==> src/rtl/sprite_dma_pkg.sv <==
// Shared types and default addresses for the sprite DMA engine.
// The state enum is reused by anything that needs to decode the FSM.
package sprite_dma_pkg;

  typedef enum logic [2:0] {
    S_IDLE,
    S_HALT,
    S_ALIGN,
    S_READ,
    S_WRITE
  } state_t;

  localparam logic [15:0] DEF_TRIGGER_ADDR = 16'h4014;
  localparam logic [15:0] DEF_DEST_ADDR    = 16'h2004;

endpackage

==> src/rtl/sprite_dma.sv <==
// Sprite DMA: a CPU write to the trigger address halts the CPU and copies one page to DEST_ADDR.
// Build option SPRITE_DMA_ALIGN_EN inserts a one-cycle ALIGN state on odd parity.
module sprite_dma
  import sprite_dma_pkg::*;
#(
  parameter logic [15:0] TRIGGER_ADDR = DEF_TRIGGER_ADDR,
  parameter logic [15:0] DEST_ADDR    = DEF_DEST_ADDR,
  parameter int          LENGTH       = 256
) (
  input  logic        clock,
  input  logic        nreset,
  input  logic [15:0] cpu_addr,
  input  logic        cpu_rw,
  input  logic [7:0]  cpu_data_out,
  output logic        cpu_rdy,
  output logic        dma_active,
  output logic [15:0] addr,
  output logic        rw,
  output logic [7:0]  data_out,
  input  logic [7:0]  data_in
);

`ifdef SPRITE_DMA_ALIGN_EN
  localparam bit ALIGN_EN = 1'b1;
`else
  localparam bit ALIGN_EN = 1'b0;
`endif

  localparam logic [7:0] LAST = 8'(LENGTH - 1);

  state_t     state_q, state_d;
  logic       parity_q;
  logic [7:0] idx_q, idx_d;
  logic [7:0] page_q, page_d;
  logic [7:0] latch_q, latch_d;
  logic       trig;

  assign trig = !cpu_rw && (cpu_addr == TRIGGER_ADDR);

  // State, counters and byte latch; parity free-runs from reset.
  always_ff @(posedge clock) begin
    if (!nreset) begin
      state_q  <= S_IDLE;
      parity_q <= 1'b0;
      idx_q    <= 8'h00;
      page_q   <= 8'h00;
      latch_q  <= 8'h00;
    end else begin
      state_q  <= state_d;
      parity_q <= ~parity_q;
      idx_q    <= idx_d;
      page_q   <= page_d;
      latch_q  <= latch_d;
    end
  end

  // Next-state logic and bus outputs decoded from registered state.
  always_comb begin
    state_d    = state_q;
    idx_d      = idx_q;
    page_d     = page_q;
    latch_d    = latch_q;
    cpu_rdy    = 1'b0;
    dma_active = 1'b0;
    addr       = 16'h0000;
    rw         = 1'b1;
    data_out   = 8'h00;
    unique case (state_q)
      S_IDLE: begin
        cpu_rdy = 1'b1;
        if (trig) begin
          page_d  = cpu_data_out;
          idx_d   = 8'h00;
          state_d = S_HALT;
        end
      end
      S_HALT: begin
        idx_d   = 8'h00;
        state_d = (ALIGN_EN && parity_q) ? S_ALIGN : S_READ;
      end
      S_ALIGN: begin
        dma_active = 1'b1;
        addr       = {page_q, 8'h00};
        state_d    = S_READ;
      end
      S_READ: begin
        dma_active = 1'b1;
        addr       = {page_q, idx_q};
        latch_d    = data_in;
        state_d    = S_WRITE;
      end
      S_WRITE: begin
        dma_active = 1'b1;
        rw         = 1'b0;
        addr       = DEST_ADDR;
        data_out   = latch_q;
        if (idx_q == LAST) begin
          state_d = S_IDLE;
        end else begin
          idx_d   = idx_q + 8'd1;
          state_d = S_READ;
        end
      end
      default: state_d = S_IDLE;
    endcase
  end

endmodule

==> config.mk <==
export PLATFORM = sky130hd
export DESIGN_NAME = sprite_dma
export DESIGN_NICKNAME = d
export VERILOG_FILES = /design/src/rtl/sprite_dma_pkg.sv /design/src/rtl/sprite_dma.sv
export SDC_FILE = /design/constraint.sdc
export NUM_CORES = 1
export LEC_CHECK = 0
export CELL_PAD_IN_SITES_DETAIL_PLACEMENT = 1
export CELL_PAD_IN_SITES_GLOBAL_PLACEMENT = 1
export CORE_ASPECT_RATIO = 0.9
export CORE_MARGIN = 4
export CORE_UTILIZATION = 33
export DETAILED_ROUTE_END_ITERATION = 12
export PLACE_DENSITY = 0.81
export REMOVE_ABC_BUFFERS = 1
export SKIP_CTS_REPAIR_TIMING = 1
export SYNTH_ARGS = -nofsm -noshare
export SYNTH_HDL_FRONTEND = slang
export SYNTH_SLANG_ARGS = --single-unit
==> constraint.sdc <==
create_clock -name clock -period 4.2 [get_ports clock]
set_clock_uncertainty 0.2 [all_clocks]
set_input_delay 0.84 -clock clock [delete_from_list [all_inputs] [get_ports clock]]
set_output_delay 0.84 -clock clock [all_outputs]
set_load 0.1 [all_outputs]
==> impl_results.md, run 1 <==
* Worst path arrival time at 2.20 ns
* H-tree depth at 1
* DRT iter0 DRCs at 100
* #FFs+latches synth at 27
* Drt drc at 0
* Crit path largest cell delay at 0.52 ns
* Via count at 1561
* Total GRT Usage at 15.7%
* Utilization after layout at 48.3%
* Pre-antenna DRT Iters at 4
* Critical path origin: state_q[2]$_SDFFE_PN0P_
* GPL Wtd Cong at 0.805
* Fmax at 309 MHz
* Top Family by Delay on Critical Path: simple AND/OR/NAND/NOR gates
* Status: complete, no violations
* Clock root buffer master: clkbuf_8
* Worst vdd ir at 170 uV
* I/O pin cnt at 62
* Nets@finish at 285
* Worst min-delay path class: reg2reg
* Initial antenna violation count at 0
* Clock Latency Late Sink at 0.28 ns
* WL final at 4.62 mm
* Worst Path Required at 3.16 ns
* Final hold vios at 0
* Total CTS buffers at 3
* Hold Path Origin: page_q[3]$_SDFFE_PN0P_
* Diode count at 0
* Final setup margin at 0.960 ns
* Mean Syn Cell Area at 8.06 um2
* RSZ-0062 raised after global routing: no
* Vias per inst at 5.04
* Max Cap Viol at 0
* First-pass GRT wire length at 7.34 mm
* Crit path buffers/inverters at 1
* Setup CP Type: reg2out
* CTS sink count at 27
* Main flop type after synthesis: dfxtp_1
* DP Worst Slack at 1.25 ns
* Crit path cell chain: and2b_1 > nand2_1 > o21ai_0 > buf_4
* Final setup viols at 0
* Worst slew pin tran at 0.557 ns
* DRT antenna net count at 0
* # port buffers at 61
* Crit path capture type: output port
* Count of cell types in the netlist at 41
* Pwr dens at 213 nW/um2
* CTS tree: yes
* Initial Util at 34.5%
* Max-slew headroom at 62.8%
* Average wire per cell in the routed design at 14.9 um
* Main area contributors after synthesis: dfxtp_1, nand2_1, and2_1
* Most common cell in the netlist: nand2_1
* Final min period at 3.24 ns
* R2r setup slk at 1.96 ns
* Vert. Die Dim at 73.2 um
* Max Root-Sink Buffers at 2
* Row count at 23
* Post-DP HPWL at 3.48 mm
* Area leader, netlist: dfxtp_1
* Pin count of the biggest net entering global routing at 27
* Vias in the first global route at 1560
* Async SR Flop Fraction at 0%
* Top cells by count, synth: nand2_1, dfxtp_1, and2_1
* LEAKAGE at 0.837 nW
* CP startpoint kind: register
* Worst R2R Start: state_q[2]$_SDFFE_PN0P_
* Synth Cell Area at 1560 um2
* Critical Path Fanout Max at 16
* Max-slew violation count at 0
* Period utilisation layout at 77.2%
* CP max-delay cell: and2b_1
* Sequential cell area fraction in the yosys report at 34.7%
* Core area at 4520 um2
* Post-synthesis cell count at 193
* Chip width at 80.4 um
* Share of layout cells above drive strength 1 at 16.9%
* YS warnings at 0
* Post-synth top area share at 34.7%
* GRT overflow at 0
* Clock transition at path regs at 0.11 ns
* Total die area at 5880 um2
* Layout area overhead at 40.3%
* Post-synth EDFFs at 0
stage by stage:
stage | power [mW] | area, um2 | std cells | TNS (ns) | hold WS [ns]
global route | 0.480 | 2180 | 310 | 0 | 0.288
finish | 0.466 | 2180 | 310 | 0 | 0.261
CTS | 0.470 | 2180 | 310 | 0 | 0.267
detailed placement | 0.309 | 2130 | 306 | 0 | 0.251
floorplan | 0.268 | 1500 | 181 | -0.0343 | 0.230
global placement | 0.308 | 2130 | 306 | 0 | 0.239
registers in the layout (all words and copies together) (netlist names):
register  count
page_q        8
idx_q         8
latch_q       8
state_q       3
kinds of logic after synthesis:
logic type,Yosys count,synth area share [%]
muxes,8,5.14
AOI/OAI and AO/OA,37,17.3
adders and majority gates,1,0.804
xor gates and xnor gates,2,1.13
DFF,27,34.7
buffers and inverters,19,5.47
and+or+nand+nor,99,35.5
worst reg2reg max path, stage by stage (launching register included):
cell and delay, ns:
dfxtp_1 0.57, nor3b_4 0.57, inv_2 0.21, a211oi_4 0.34, o21ai_0 0.13, a31oi_1 0.14
cells in the final DEF, fill, tap and decap left out, drive strengths merged, types with 2 or more instances in the layout:
cell           count
nand2             43
clkdlybuf4s50     34
buf               29
dfxtp             27
and2              16
o21ai             10
nand3              9
mux2i              8
a21boi             8
inv                8
and3               7
nor2               7
o211ai             5
nand4              4
nor3               4
clkbuf             3
and4               2
a21o               2
a21oi              2
a2bb2oi            2
o221ai             2
nor3b              2
nor4b              2
a211oi             2
where the power goes:
group | total (mW) | switching (mW) | internal, mW | leakage (nW)
Sequential | 0.256 | 0.0000272 | 0.256 | 0.217
Clock | 0.163 | 0.0931 | 0.0699 | 0.0261
Combinational | 0.0470 | 0.0144 | 0.0326 | 0.594
Total | 0.466 | 0.108 | 0.358 | 0.837
area by class of cell:
cell class	count	area [um2]
fill	569	2330
sequential	27	541
clock inverter	1	8.76
inverter	7	26.3
timing repair buffer	63	558
tap	62	77.6
clock buffer	3	41.3
multi-input combinational	147	931
final timing paths:
path	depth (start not counted)	to
worst min-delay path	2	page_q[3]$_SDFFE_PN0P_
worst min register to register	2	page_q[3]$_SDFFE_PN0P_
worst max-delay path	4	addr[2]
worst max register to register	5	idx_q[0]$_SDFFE_PN0P_
per-layer routing:
layer / share of wire, % / global-route usage [%]
met3: 7.0 / 4.20
met1: 47 / 20.0
met4: 0.54 / 1.88
met5: 0 / 0
met2: 46 / 27.5
Note: power is estimated with default switching activity, not from simulation.
==> run 2: changes to the inputs <==
--- a/config.mk
+++ b/config.mk
@@ -9,9 +9,9 @@
 export CELL_PAD_IN_SITES_GLOBAL_PLACEMENT = 1
 export CORE_ASPECT_RATIO = 0.9
 export CORE_MARGIN = 4
-export CORE_UTILIZATION = 33
+export CORE_UTILIZATION = 30
 export DETAILED_ROUTE_END_ITERATION = 12
-export PLACE_DENSITY = 0.81
+export PLACE_DENSITY = 0.74
 export REMOVE_ABC_BUFFERS = 1
 export SKIP_CTS_REPAIR_TIMING = 1
 export SYNTH_ARGS = -nofsm -noshare
==> constraint.sdc (replaced) <==
create_clock -name clock -period 3.2 [get_ports clock]
set_clock_uncertainty 0.2 [all_clocks]
set_input_delay 0.64 -clock clock [delete_from_list [all_inputs] [get_ports clock]]
set_output_delay 0.64 -clock clock [all_outputs]
set_load 0.1 [all_outputs]
==> impl_results.md, run 2 (synthesis gave the netlist of run 1 again) <==
* Status: complete, no violations (unchanged)
* Layout area overhead at 52.7% (was 40.3%)
* Total CTS buffers at 3 (unchanged)
* Drt drc at 0 (unchanged)
* Pwr dens at 257 nW/um2 (was 213 nW/um2)
* Vias per inst at 4.91 (was 5.04)
* Crit path capture type: output port (unchanged)
* DRT iter0 DRCs at 66 (was 100)
* Diode count at 0 (unchanged)
* H-tree depth at 1 (unchanged)
* Total power at 0.610 mW (was 0.466 mW)
* Average wire per cell in the routed design at 14.3 um (was 14.9 um)
* Critical Path Fanout Max at 14 (was 16)
* Max Cap Viol at 0 (unchanged)
* Placement Cell Area at 2330 um2 (was 2130 um2)
* RSZ-0062 raised after global routing: no (unchanged)
* Final hold slack at 0.259 ns (was 0.261 ns)
* Initial antenna violation count at 0 (unchanged)
* Worst min-delay path class: reg2reg (unchanged)
* Share of layout cells above drive strength 1 at 17.6% (was 16.9%)
* WL final at 4.51 mm (was 4.62 mm)
* Row count at 24 (was 23)
* Clock transition at path regs at 0.11 ns (about the same)
* Fmax at 351 MHz
* Core area at 4920 um2 (was 4520 um2)
* I/O pin cnt at 62 (unchanged)
* Clock root buffer master: clkbuf_8 (unchanged)
* GRT overflow at 0 (unchanged)
* Via count at 1546 (was 1561)
* Most frequent cells in the layout: nand2_1, clkdlybuf4s50_1, dfxtp_1 (was nand2_1, clkdlybuf4s50_1, buf_4)
* Final setup viols at 0 (unchanged)
* Setup CP Type: reg2out (unchanged)
* DRT antenna net count at 0 (unchanged)
* Worst slew pin tran at 0.554 ns (was 0.557 ns)
* CTS tree: yes (unchanged)
* Worst Path Required at 2.36 ns (was 3.16 ns)
* Worst path arrival time at 2.01 ns (was 2.20 ns)
* LEAKAGE at 0.886 nW (was 0.837 nW)
* Pin count of the biggest net entering global routing at 18 (was 27)
* # port buffers at 61 (unchanged)
* CTS sink count at 27 (unchanged)
* Max-slew violation count at 0 (unchanged)
* Post-DP HPWL at 3.45 mm (was 3.48 mm)
* Max Root-Sink Buffers at 2 (unchanged)
* Largest regs: idx_q: 8 flops, latch_q: 8 flops, page_q: 8 flops (unchanged)
* Worst vdd ir at 143 uV (was 170 uV)
* Period utilisation layout at 89.1%
* Vias in the first global route at 1690 (was 1560)
* Vert. Die Dim at 76.3 um (was 73.2 um)
* Total GRT Usage at 14.7% (was 15.7%)
* First-pass GRT wire length at 7.86 mm (was 7.34 mm)
* Commonest non-fill, non-tap cell in the layout: nand2_1 (unchanged)
* Initial Util at 31.6% (was 34.5%)
* Nets@finish at 287 (was 285)
* Fin area at 2380 um2 (was 2180 um2)
* Chip width at 83.9 um (was 80.4 um)
* Pre-antenna DRT Iters at 6 (was 4)
* Total die area at 6410 um2 (was 5880 um2)
* GPL Wtd Cong at 0.761 (was 0.805)
* CP startpoint kind: register (unchanged)
* Final setup TNS at 0 ns (unchanged)
* Min-Delay Path Depth at 2 (unchanged)
* R2R depth at 5 (unchanged)
* Final min period at 2.85 ns
* Max-slew headroom at 62.9% (was 62.8%)
* Fillers at 590 (was 569)
* Clock Latency Late Sink at 0.29 ns (was 0.28 ns)
* Final hold vios at 0 (unchanged)
==> run 2: changes by cell type in the layout (fill, tap and decap cells not counted) <==
cell,before,now
buf_4,29,17
buf_12,0,14
==> run 2: critical path: stages (launching register included) <==
cell and delay, ns:
dfxtp_1 0.68, nand2_1 0.41, o21ai_0 0.42, buf_12 0.22
==> run 2: report_power, final <==
| part | switching [mW] | internal (mW) |
|---|---|---|
| clock network | 0.122 | 0.0918 |
| registers | 0.0000376 | 0.336 |
| logic | 0.0182 | 0.0427 |
| total | 0.140 | 0.470 |
==> run 2: path summary, 6_finish.rpt <==
path | from | endpoint | slack (ns)
worst max register to register | state_q[2]$_SDFFE_PN0P_ | idx_q[0]$_SDFFE_PN0P_ | 1.19
worst min register to register | page_q[1]$_SDFFE_PN0P_ | page_q[1]$_SDFFE_PN0P_ | 0.26
worst min-delay path | page_q[1]$_SDFFE_PN0P_ | page_q[1]$_SDFFE_PN0P_ | 0.26
worst max-delay path | state_q[0]$_SDFFE_PN0P_ | addr[2] | 0.35
==> run 2: final cells by class <==
cell class	instances	area, um2	area share, %
well taps	65	81.3	3.42
inverters	7	26.3	1.11
flip-flops and latches	27	541	22.7
clock buffers	3	41.3	1.74
repair buffers	65	748	31.5
clock inverters	1	8.76	0.368
multi-input cells	147	931	39.2
==> run 2: per-layer routing <==
layer	share of wire (%)	GRT usage [%]	wire length, um
met3	6.1	4.22	276
met4	0.75	3.22	34
met1	46	17.8	2090
met2	47	25.8	2120
met5	0	0	0
==> run 2: per-stage QoR <==
stage / util [%] / instances / setup slack (ns)
6_report: 48.3 / 315 / 0.350
5_1_grt: 48.3 / 315 / 0.163
4_1_cts: 48.3 / 315 / 0.309
3_5_place_dp: 47.3 / 311 / 0.582
3_3_place_gp: 47.3 / 311 / 0.638
2_1_floorplan: - / 181 / -0.834
==> run 3: changes to the inputs <==
--- a/config.mk
+++ b/config.mk
@@ -7,13 +7,14 @@
 export LEC_CHECK = 0
 export CELL_PAD_IN_SITES_DETAIL_PLACEMENT = 1
 export CELL_PAD_IN_SITES_GLOBAL_PLACEMENT = 1
-export CORE_ASPECT_RATIO = 0.9
 export CORE_MARGIN = 4
 export CORE_UTILIZATION = 30
 export DETAILED_ROUTE_END_ITERATION = 12
+export GPL_TIMING_DRIVEN = 0
 export PLACE_DENSITY = 0.74
 export REMOVE_ABC_BUFFERS = 1
 export SKIP_CTS_REPAIR_TIMING = 1
+export SLEW_MARGIN = 10
 export SYNTH_ARGS = -nofsm -noshare
 export SYNTH_HDL_FRONTEND = slang
 export SYNTH_SLANG_ARGS = --single-unit
==> impl_results.md, run 3 (synthesis gave the netlist of run 1 again) <==
* Nets@finish at 285 (was 287)
* H-tree depth at 1 (unchanged)
* Utilization after layout at 46.5% (was 48.3%)
* CP max-delay cell: dlymetal6s2s_1 (was dfxtp_1)
* RSZ-0062 raised after global routing: no (unchanged)
* Clock root buffer master: clkbuf_8 (unchanged)
* Worst R2R Start: idx_q[1]$_SDFFE_PN0P_ (was state_q[2]$_SDFFE_PN0P_)
* GRT overflow at 0 (unchanged)
* Final hold slack at 0.259 ns (about the same)
* R2R depth at 5 (unchanged)
* Setup CP Type: reg2out (unchanged)
* LEAKAGE at 1.13 nW (was 0.886 nW)
* Critical Path Stages at 4 (was 3)
* CP startpoint kind: register (unchanged)
* Sw frac at 21.9% (was 22.9%)
* Switching Power at 0.130 mW (was 0.140 mW)
* Crit path buffers/inverters at 3 (was 1)
* Worst min-delay path class: reg2reg (unchanged)
* Crit path cell chain: nor3b_4 > buf_4 > inv_2 > dlymetal6s2s_1 (was nand2_1 > o21ai_0 > buf_12)
* Row count at 25 (was 24)
* Pin count of the biggest net entering global routing at 44 (was 18)
* Top Family by Delay on Critical Path: buffers and inverters (was flip-flops)
* Critical path endpoint: rw (was addr[2])
* Pre-antenna DRT Iters at 4 (was 6)
* Average wire per cell in the routed design at 14.1 um (was 14.3 um)
* Met3 WL at 294 um (was 276 um)
* Flop pwr share at 56.4% (was 55.0%)
* Wire length on met1 at 2.05 mm (was 2.09 mm)
* Dpl cells at 309 (was 311)
* Total die area at 6400 um2 (was 6410 um2)
* Worst path arrival time at 2.23 ns (was 2.01 ns)
* CTS sink count at 27 (unchanged)
* Initial antenna violation count at 0 (unchanged)
* Final setup TNS at 0 ns (unchanged)
* Clock network fraction of total power at 33.7% (was 35.0%)
* Most frequent cells in the layout: nand2_1, clkdlybuf4s50_1, dfxtp_1 (unchanged)
* Post-DP HPWL at 3.16 mm (was 3.45 mm)
* CTS tree: yes (unchanged)
* Period utilisation layout at 95.9% (was 89.1%)
* Crit path largest cell delay at 0.78 ns (was 0.68 ns)
* Total GRT Usage at 14.3% (was 14.7%)
* Final hold vios at 0 (unchanged)
* Final min period at 3.07 ns (was 2.85 ns)
* Drt drc at 0 (unchanged)
* Via count at 1570 (was 1546)
* Max-slew headroom at 33.8% (was 62.9%)
* Worst vdd ir at 179 uV (was 143 uV)
* Pint at 0.465 mW (was 0.470 mW)
* Layout area overhead at 45.8% (was 52.7%)
* # port buffers at 61 (unchanged)
* WL final at 4.44 mm (was 4.51 mm)
* Worst slew pin tran at 0.991 ns (was 0.554 ns)
* Max Cap Viol at 0 (unchanged)
* Critical path origin: state_q[0]$_SDFFE_PN0P_ (unchanged)
* DRT antenna net count at 0 (unchanged)
* Wire length on met2 at 2.08 mm (was 2.12 mm)
* DRT iter0 DRCs at 108 (was 66)
* First-pass GRT wire length at 7.40 mm (was 7.86 mm)
* Vias per inst at 4.98 (was 4.91)
* Diode count at 0 (unchanged)
* Total power at 0.595 mW (was 0.610 mW)
* Core area at 4880 um2 (was 4920 um2)
* Max Root-Sink Buffers at 2 (unchanged)
* Top Layer Used: met4 (unchanged)
* R2r endpoint: idx_q[4]$_SDFFE_PN0P_ (was idx_q[0]$_SDFFE_PN0P_)
* Clock transition at path regs at 0.10 ns (was 0.11 ns)
* I/O pin cnt at 62 (unchanged)
* Logic gate share of total power at 9.8% (was 10.0%)
* Commonest non-fill, non-tap cell in the layout: nand2_1 (unchanged)
* Vert. Die Dim at 80.0 um (was 76.3 um)
* Critical Path Fanout Max at 14 (unchanged)
* Clock Latency Late Sink at 0.27 ns (was 0.29 ns)
* Share of layout cells above drive strength 1 at 9.68% (was 17.6%)
* Crit path capture type: output port (unchanged)
* Vias in the first global route at 1603 (was 1690)
* Worst Path Required at 2.36 ns (about the same)
* R2r setup slk at 1.15 ns (was 1.19 ns)
* Initial Util at 31.9% (was 31.6%)
* Fmax at 326 MHz (was 351 MHz)
* Total CTS buffers at 3 (unchanged)
* Status: complete, no violations (unchanged)
* Largest regs: idx_q: 8 flops, latch_q: 8 flops, page_q: 8 flops (unchanged)
* Non-Filler Instances at 315 (unchanged)
* Pwr dens at 262 nW/um2 (was 257 nW/um2)
* GPL Wtd Cong at 0.801 (was 0.761)
* Chip width at 80.0 um (was 83.9 um)
* Max-slew violation count at 0 (unchanged)
* Final setup viols at 0 (unchanged)
## run 3: layout make-up
cell class                      count  area [um2]
Multi-Input combinational cell    147         932
Tap cell                           67        83.8
Timing Repair Buffer               63         638
Fill cell                         600        2610
Inverter                            7        26.3
Clock buffer                        3        41.3
Clock inverter                      1        7.51
Sequential cell                    27         541
## run 3: how the worst min path moves through the flow
stage | start | to | slack (ns) | cells past startpoint
4_1_cts | page_q[0]$_SDFFE_PN0P_ | page_q[0]$_SDFFE_PN0P_ | 0.26 | 2
2_1_floorplan | page_q[0]$_SDFFE_PN0P_ | page_q[0]$_SDFFE_PN0P_ | 0.23 | 2
5_1_grt | page_q[2]$_SDFFE_PN0P_ | page_q[2]$_SDFFE_PN0P_ | 0.29 | 2
3_3_place_gp | page_q[0]$_SDFFE_PN0P_ | page_q[0]$_SDFFE_PN0P_ | 0.24 | 2
3_5_place_dp | page_q[0]$_SDFFE_PN0P_ | page_q[0]$_SDFFE_PN0P_ | 0.25 | 2
6_report | page_q[0]$_SDFFE_PN0P_ | page_q[0]$_SDFFE_PN0P_ | 0.26 | 2
## run 3: worst register-to-register path, stage by stage, from the launching register on
cell and delay (ns):
dfxtp_1 0.45, ha_1 0.29, and4_1 0.39, a21oi_1 0.20, a211oi_1 0.29, a2bb2oi_1 0.18
## run 3: metrics by stage
stage	worst slack, ns	area (um2)
detailed placement	-0.484	2190
CTS	-0.800	2240
floorplan	-0.834	1500
finish	0.133	2270
global route	0.00435	2270
global placement	-0.452	2190
## run 3: power groups by stage
stage                     logic [mW]  clock network (mW)  registers, mW
after CTS                     0.0589               0.214          0.336
after global routing          0.0621               0.221          0.336
after floorplan              0.00804                   0          0.344
after detailed placement      0.0587                   0          0.344
final                         0.0584               0.201          0.336
after global placement        0.0589                   0          0.344
## run 3: routing by layer
metal	vias to the layer above	GRT usage, %
met1	747	17.6
li1	780	-
met4	0	3.04
met2	41	24.4
met3	2	4.51
met5	-	0
